--- config.mk ---
export PLATFORM = sky130hd
export DESIGN_NAME = reg_dst_pipe
export DESIGN_NICKNAME = d
export VERILOG_FILES = /design/src/rtl/reg_dst_pkg.sv /design/src/rtl/reg_dst_stage.sv /design/src/rtl/reg_dst_pipe.sv
export SDC_FILE = /design/constraint.sdc
export NUM_CORES = 1
export LEC_CHECK = 0
export CORE_MARGIN = 2
export CORE_UTILIZATION = 47
export CTS_CLUSTER_SIZE = 30
export DETAILED_ROUTE_END_ITERATION = 6
export GPL_TIMING_DRIVEN = 0
export PLACE_DENSITY = 0.77
export SYNTH_ARGS = -nofsm -noshare
export SYNTH_HDL_FRONTEND = slang
export SYNTH_HIERARCHICAL = 1
export SYNTH_SLANG_ARGS = --single-unit
export TNS_END_PERCENT = 1
--- constraint.sdc ---
create_clock -name clk -period 1.2 [get_ports clk]
set_input_delay 0.12 -clock clk [delete_from_list [all_inputs] [get_ports clk]]
set_output_delay 0.12 -clock clk [all_outputs]
set_load 0.05 [all_outputs]
--- src/rtl/reg_dst_pkg.sv ---
// Shared select encodings and the hardwired-zero register index for the destination pipe.
package reg_dst_pkg;

    localparam logic [1:0] SEL_A   = 2'b00;
    localparam logic [1:0] SEL_B   = 2'b01;
    localparam logic [1:0] SEL_C   = 2'b10;
    localparam logic [1:0] SEL_ILL = 2'b11;

    localparam int ZERO_REG = 0;

endpackage

--- src/rtl/reg_dst_stage.sv ---
// One destination-pipe register (valid, we, addr): async clear, hold on stall, kill on flush.
// Flush clears valid/we but keeps addr, since addr is meaningless once the entry is dead.
module reg_dst_stage #(
    parameter int ADDR_W = 4
) (
    input  logic              clk,
    input  logic              rst_n,
    input  logic              i_stall,
    input  logic              i_flush,
    input  logic              i_valid,
    input  logic              i_we,
    input  logic [ADDR_W-1:0] i_addr,
    output logic              o_valid,
    output logic              o_we,
    output logic [ADDR_W-1:0] o_addr
);

    logic              r_valid;
    logic              r_we;
    logic [ADDR_W-1:0] r_addr;

    always_ff @(posedge clk or negedge rst_n) begin
        if (!rst_n) begin
            r_valid <= 1'b0;
            r_we    <= 1'b0;
            r_addr  <= '0;
        end else if (i_flush) begin
            r_valid <= 1'b0;
            r_we    <= 1'b0;
        end else if (!i_stall) begin
            r_valid <= i_valid;
            r_we    <= i_we;
            r_addr  <= i_addr;
        end
    end

    assign o_valid = r_valid;
    assign o_we    = r_we;
    assign o_addr  = r_addr;

endmodule

--- src/rtl/reg_dst_pipe.sv ---
// Selects the write-destination register, carries it through STAGES registers to writeback and flags RAW hazards.
// Optional REG_DST_PIPE_HAZ_IDX_EN adds haz_idx_a/haz_idx_b (youngest matching stage) for forwarding control.
module reg_dst_pipe
    import reg_dst_pkg::*;
#(
    parameter int ADDR_W = 4,
    parameter int STAGES = 3
) (
    input  logic              clk,
    input  logic              rst_n,
    input  logic              in_valid,
    input  logic [ADDR_W-1:0] a,
    input  logic [ADDR_W-1:0] b,
    input  logic [ADDR_W-1:0] c,
    input  logic [1:0]        sel,
    input  logic              reg_write,
    input  logic              stall,
    input  logic              flush,
    input  logic [ADDR_W-1:0] src_a,
    input  logic [ADDR_W-1:0] src_b,
    output logic [ADDR_W-1:0] out,
    output logic              out_valid,
    output logic              out_we,
    output logic              hazard_a,
    output logic              hazard_b,
    output logic              sel_err
`ifdef REG_DST_PIPE_HAZ_IDX_EN
    ,
    output logic [$clog2(STAGES)-1:0] haz_idx_a,
    output logic [$clog2(STAGES)-1:0] haz_idx_b
`endif
);

    logic                           w_new_valid;
    logic                           w_new_we;
    logic [ADDR_W-1:0]              w_new_addr;
    logic [STAGES-1:0]              w_valid;
    logic [STAGES-1:0]              w_we;
    logic [STAGES-1:0][ADDR_W-1:0]  w_addr;
    logic [STAGES-1:0]              w_d_valid;
    logic [STAGES-1:0]              w_d_we;
    logic [STAGES-1:0][ADDR_W-1:0]  w_d_addr;
    logic                           r_sel_err;

    // An illegal select turns the entry into a bubble with a zero address.
    always_comb begin
        w_new_addr = '0;
        case (sel)
            SEL_A:   w_new_addr = a;
            SEL_B:   w_new_addr = b;
            SEL_C:   w_new_addr = c;
            default: w_new_addr = '0;
        endcase
    end

    assign w_new_valid = in_valid && (sel != SEL_ILL);
    assign w_new_we    = w_new_valid && reg_write && (w_new_addr != ADDR_W'(ZERO_REG));

    assign w_d_valid = {w_valid[STAGES-2:0], w_new_valid};
    assign w_d_we    = {w_we[STAGES-2:0], w_new_we};
    assign w_d_addr  = {w_addr[STAGES-2:0], w_new_addr};

    for (genvar g = 0; g < STAGES; g++) begin : g_stage
        reg_dst_stage #(.ADDR_W(ADDR_W)) u_stage (
            .clk     (clk),
            .rst_n   (rst_n),
            .i_stall (stall),
            .i_flush (flush),
            .i_valid (w_d_valid[g]),
            .i_we    (w_d_we[g]),
            .i_addr  (w_d_addr[g]),
            .o_valid (w_valid[g]),
            .o_we    (w_we[g]),
            .o_addr  (w_addr[g])
        );
    end

    // The error pulse only reports entries the pipe actually consumed this edge.
    always_ff @(posedge clk or negedge rst_n) begin
        if (!rst_n) begin
            r_sel_err <= 1'b0;
        end else begin
            r_sel_err <= in_valid && (sel == SEL_ILL) && !stall && !flush;
        end
    end

    always_comb begin
        hazard_a = 1'b0;
        hazard_b = 1'b0;
        for (int i = 0; i < STAGES; i++) begin
            if (w_we[i] && (w_addr[i] == src_a)) hazard_a = 1'b1;
            if (w_we[i] && (w_addr[i] == src_b)) hazard_b = 1'b1;
        end
        if (src_a == ADDR_W'(ZERO_REG)) hazard_a = 1'b0;
        if (src_b == ADDR_W'(ZERO_REG)) hazard_b = 1'b0;
    end

`ifdef REG_DST_PIPE_HAZ_IDX_EN
    // Scan oldest to youngest so the lowest matching index wins.
    always_comb begin
        haz_idx_a = '0;
        haz_idx_b = '0;
        for (int i = STAGES - 1; i >= 0; i--) begin
            if (w_we[i] && (w_addr[i] == src_a) && (src_a != ADDR_W'(ZERO_REG)))
                haz_idx_a = $clog2(STAGES)'(i);
            if (w_we[i] && (w_addr[i] == src_b) && (src_b != ADDR_W'(ZERO_REG)))
                haz_idx_b = $clog2(STAGES)'(i);
        end
    end
`endif

    assign out       = w_addr[STAGES-1];
    assign out_valid = w_valid[STAGES-1];
    assign out_we    = w_we[STAGES-1];
    assign sel_err   = r_sel_err;

endmodule

After elaboration in Yosys (flattened, before gate mapping)
Cells that the tools add are included.
Widths: inputs -> output; s select.
- bits in registers: 19
- latch bits: 0
- bits in writable memories: 0
- ROM bits: 0
- bits of input ports: 28
- output and inout port bits: 9
- word-level logic and storage cells: 63
- memories: 0
- $add $sub $neg: 0
- multiply operators: 0
- div/mod/pow operators: 0
- $lt $le $gt $ge: 0
- eq/ne operators: 11
- shifts and indexed selects: 0
- multiplexer cells: 21
- bitwise logic cells: 2
- reduce and logical (&&, ||, !) cells: 19
- operators by type and width (operator ; number):
    $eq 4x4->1 ; 6
    $mux 1 ; 20
    $logic_and 1x1->1 ; 12
    $pmux 4 s3 ; 1
    $logic_not 4->1 ; 2
    $eq 2x2->1 const B ; 2
    $reduce_bool 4->1 ; 1
    $eq 2x1->1 const B ; 1
    $logic_not 1->1 ; 2
    $logic_not 2->1 ; 1
    $ne 2x1->1 const B ; 1
    $ne 2x2->1 const B ; 1
    $not 1->1 ; 2
    $reduce_and 2->1 ; 1

Longest topological paths before layout
- word-level depth: 6
- mapped depth: 7
- depth with buffers taken out: 6

Cells and area by module
Netlist, hierarchy kept.
- modules (own cells, without submodules) (module ; times used ; cells each ; area an instance (um^2) ; seq. area each (um^2)):
    reg_dst_stage ; 3 ; 15 ; 249.0 ; 150.1
    reg_dst_pipe ; 1 ; 69 ; 499.2 ; 25.0

Worst setup path before layout
Ideal clock, no wire load.
- path kind: flip-flop to output port
- start point: register g_stage[2].u_stage.r_addr[2]
- end point: output port hazard_a
- arrival: 1502 ps
- data required time: 1080 ps
- slack: -422 ps
- stages on the path, launching flop included: 4
- cell sequence: dfrtp_1 -> or3_1 -> a21oi_1 -> or3_1
- longest elaborated chain between the ends: 4
- RTL lines (item ; RTL line ; source):
    start, declared ; reg_dst_stage.sv:20 ; logic [ADDR_W-1:0] r_addr;
    start signal, assigned ; reg_dst_stage.sv:33 ; r_addr <= i_addr;
    $eq 4x4->1 ; reg_dst_pipe.sv:91 ; if (w_we[i] && (w_addr[i] == src_a)) hazard_a = 1'b1;
    $logic_and 1x1->1 ; reg_dst_pipe.sv:91 ;
    $mux 1 ; reg_dst_pipe.sv:91 ;
    $mux 1 ; reg_dst_pipe.sv:94 ; if (src_a == ADDR_W'(ZERO_REG)) hazard_a = 1'b0;
    end, declared ; reg_dst_pipe.sv:24 ; output logic hazard_a,
Every way passes these cells.

Worst setup path after layout
- start point: register g_stage[2].u_stage.r_addr[1]
- end point: output port hazard_b
- longest elaborated chain between the ends: 4
- RTL lines (item ; RTL line ; source):
    $eq 4x4->1 ; reg_dst_pipe.sv:92 ; if (w_we[i] && (w_addr[i] == src_b)) hazard_b = 1'b1;
    $logic_and 1x1->1 ; reg_dst_pipe.sv:92 ;
    $mux 1 ; reg_dst_pipe.sv:92 ;
    $mux 1 ; reg_dst_pipe.sv:95 ; if (src_b == ADDR_W'(ZERO_REG)) hazard_b = 1'b0;
    end, declared ; reg_dst_pipe.sv:25 ; output logic hazard_b,
Every way passes these cells.

==> flow_metrics.env <==
export IMPL_hpwl_um=2150
export IMPL_maxSlewViolCount=0
export IMPL_ff_latch_area_um2=485
export IMPL_n_antenna_cell=0
export IMPL_multi_input_area_um2=782
export IMPL_p_leak_uw=0.000763
export IMPL_clkLatencyLatePin_ps=290
export IMPL_cp_start_kind="flop"
export IMPL_fmax_mhz=580
export IMPL_grt_pass1_vias=1120
export IMPL_vias=1051
export IMPL_synth_flop_cell="dfrtp_1"
export IMPL_rsz0062_at_grt="true"
export IMPL_slew_headroom_pct=44.3
export IMPL_synthToLayoutAreaGrowth_pct=41.1
export IMPL_rows=18
export IMPL_ctsHoldBuffers=0
export IMPL_cts_inserted_buffers=3
export IMPL_fp_dieW_um=55.5
export IMPL_worstPathArrival_ps=1600
export IMPL_ir_worst_vdd_uv=895
export IMPL_period_needed_ps=1720
export IMPL_skew_ps=9.50
export IMPL_hold_slack_ps=106
export IMPL_synthMostInstantiatedCell="dfrtp_1"
export IMPL_htreeDepth=1
export IMPL_portBuffers=33
export IMPL_cp_end_kind="output port"
export IMPL_cts_buffer_depth=2
export IMPL_postRouteAntennaNets=0
export IMPL_yosysTopAreaCell="dfrtp_1"
export IMPL_wl_per_cell_um=15.5
export IMPL_die_h_um=55.5
export IMPL_cp_required_ps=1080
export IMPL_drc=0
export IMPL_cp_top_family="simple AND/OR/NAND/NOR gates"
export IMPL_p_total_uw=2230
export IMPL_grt_first_pass_wirelength_um=4980
export IMPL_gp_congestion=0.857
export IMPL_drive_gt1_share_pct=37.4
export IMPL_core_area_um2=2500
export IMPL_ys_async_sr_fraction_pct=100
export IMPL_fin_setup_tns_ps=-1380
export IMPL_ys_top_cells_by_count="19 x dfrtp_1, 18 x xnor2_1, 12 x mux2_4"
export IMPL_netlist_area_um2=1250
export IMPL_netlist_instances=114
export IMPL_grt_max_degree=20
export IMPL_crit_path_cell_trace="xnor2_2, nand4_1, a21oi_2, or3_4, buf_8"
export IMPL_grt_usage_pct=20.3
export IMPL_avgSynthCellArea_um2=10.9
export IMPL_syn_num_nets=142
export IMPL_ys_warnings_count=6
export IMPL_violations="setup timing"
export IMPL_fillers=201
export IMPL_worstSetupPathType="reg -> out"
export IMPL_slowest_stage="dfrtp_2"
export IMPL_finalCritPeriodShare_pct=144
export IMPL_synth_edff_count=0
export IMPL_drt_first_pass_iters=4
export IMPL_critical_path_max_stage_delay_ps=450
export IMPL_yosysSeqAreaShare_pct=38.2
export IMPL_root_buffer="clkbuf_4"
export IMPL_synth_cell_types=22
export IMPL_clk_pin_slew_ps=100
export IMPL_nNetsFinal=192
export IMPL_cp_buffers_inverters=1
export IMPL_drt_total_wl_um=3000
export IMPL_via_per_inst=5.45
export IMPL_powerDensity_nw_per_um2=1270
export IMPL_antenna_found_initial=0
export IMPL_finalSetupViolCount=5
export IMPL_cts_tree="built"
export IMPL_hold_violations=0
export IMPL_tightest_slew_ps=833
export IMPL_start_util_pct=49.8
export IMPL_drt_iter0_drc=25
export IMPL_pin_count=37
export IMPL_synth_seq_cells=19
export IMPL_hold_path_class="in -> reg"
export IMPL_yosys_area_top_type_share_pct=38.2
export IMPL_cts_sinks=19
export IMPL_synthTopCellsByArea="dfrtp_1 38%, mux2_4 14%, xnor2_1 13%"
export IMPL_crit_fanout=3
export IMPL_status="finished, violations left"
export IMPL_dieArea_um2=3080
export IMPL_drv_cap=0
export IMPL_setup_slack_ps=-525
export IMPL_grt_remaining_overflow=0
state kept, by name, indices dropped and copies added, names as in the netlist:
register and flops:
g_stage.u_stage/o_addr 12, sel_err 1, g_stage.u_stage/o_we 3, g_stage.u_stage/o_valid 3
worst register-to-register path, delay by kind of cell (launching register included):
family	cells	cell delay (ps)
buffers and inverters	2	270
muxes	1	250
DFF	1	450
layout make-up:
class                           count  share of cell area (%)
Multi-Input combinational cell     91                    44.5
Sequential cell                    19                    27.6
Timing Repair Buffer               45                    22.8
Tap cell                           30                    2.14
Clock buffer                        4                    1.49
Buffer                              3                    1.21
Inverter                            1                   0.214
stage by stage:
stage	cell area, um2	instances	util (%)	setup WS, ps
after global placement	1630	177	65.2	-1090
after global routing	1760	193	70.3	-614
final	1760	193	70.3	-525
after floorplan	1260	114	-	-161
after detailed placement	1630	177	65.2	-1120
after CTS	1720	189	68.7	-496
worst paths after layout:
kind                                                     startpoint                                  endpoint  slack [ps]  depth (start not counted)
setup reg to reg           g_stage[2].u_stage/o_addr[2]$_DFFE_PN0P_  g_stage[2].u_stage/o_addr[2]$_DFFE_PN0P_         120                          3
max in group asynchronous                                     rst_n  g_stage[2].u_stage/o_addr[0]$_DFFE_PN0P_         320                          1
hold reg to reg              g_stage[0].u_stage/o_valid$_DFFE_PN0P_    g_stage[1].u_stage/o_valid$_DFFE_PN0P_         550                          2
min in group asynchronous                                     rst_n    g_stage[2].u_stage/o_valid$_DFFE_PN0P_         300                          1
hold / removal                                               sel[0]                         sel_err$_DFF_PN0_         110                          3
setup / recovery           g_stage[2].u_stage/o_addr[1]$_DFFE_PN0P_                                  hazard_b        -520                          5
layer usage:
layer	vias to the layer above	wire [um]	global-route usage (%)	share of wire [%]
li1	505	-	-	-
met1	497	1250	23.2	42
met2	41	1500	35.9	50
met3	8	142	4.45	4.7
met4	0	99	9.06	3.3
met5	-	0	0	0
logic make-up (layout without fill, tap and decap cells):
group | count (synthesis) | after routing | share of synthesized area (%)
buf+inv | 4 | 53 | 2.01
compound gates | 12 | 12 | 6.22
xor+xnor | 18 | 18 | 12.7
simple gates | 39 | 39 | 18.5
mux | 22 | 22 | 22.5
flops | 19 | 19 | 38.2
timing repair:
action,4_1_cts,5_1_grt
endpoints found under the setup margin,22,8
resized for setup,46,14
buffers inserted,8,4
cloned,0,0
pin swaps,0,5
where the power goes:
group          switching (uW)  internal [uW]
Combinational             454            551
Sequential                155            761
Clock                     177            129
Total                     785           1440
cells in the final DEF (no fill, tap or decap):
master,instances
inv_1,1
a21oi_2,3
and2_1,1
o21ai_0,3
buf_4,12
a21oi_1,3
or3_1,6
mux2_4,12
clkdlybuf4s15_2,3
mux2i_1,10
nor4b_1,1
nor3_1,1
xnor2_1,16
clkbuf_1,1
nand2_1,10
nand4_1,6
nor2b_2,1
or3_4,2
a2bb2oi_2,1
clkbuf_4,3
buf_8,1
o311a_1,1
buf_6,2
dfrtp_1,11
nor2_1,6
xnor2_2,2
nor3_2,2
dlygate4sd2_1,7
o211ai_1,1
clkdlybuf4s50_1,17
buf_2,6
nor2_4,3
dfrtp_2,8
No activity file was read; power rests on OpenSTA's default activity.
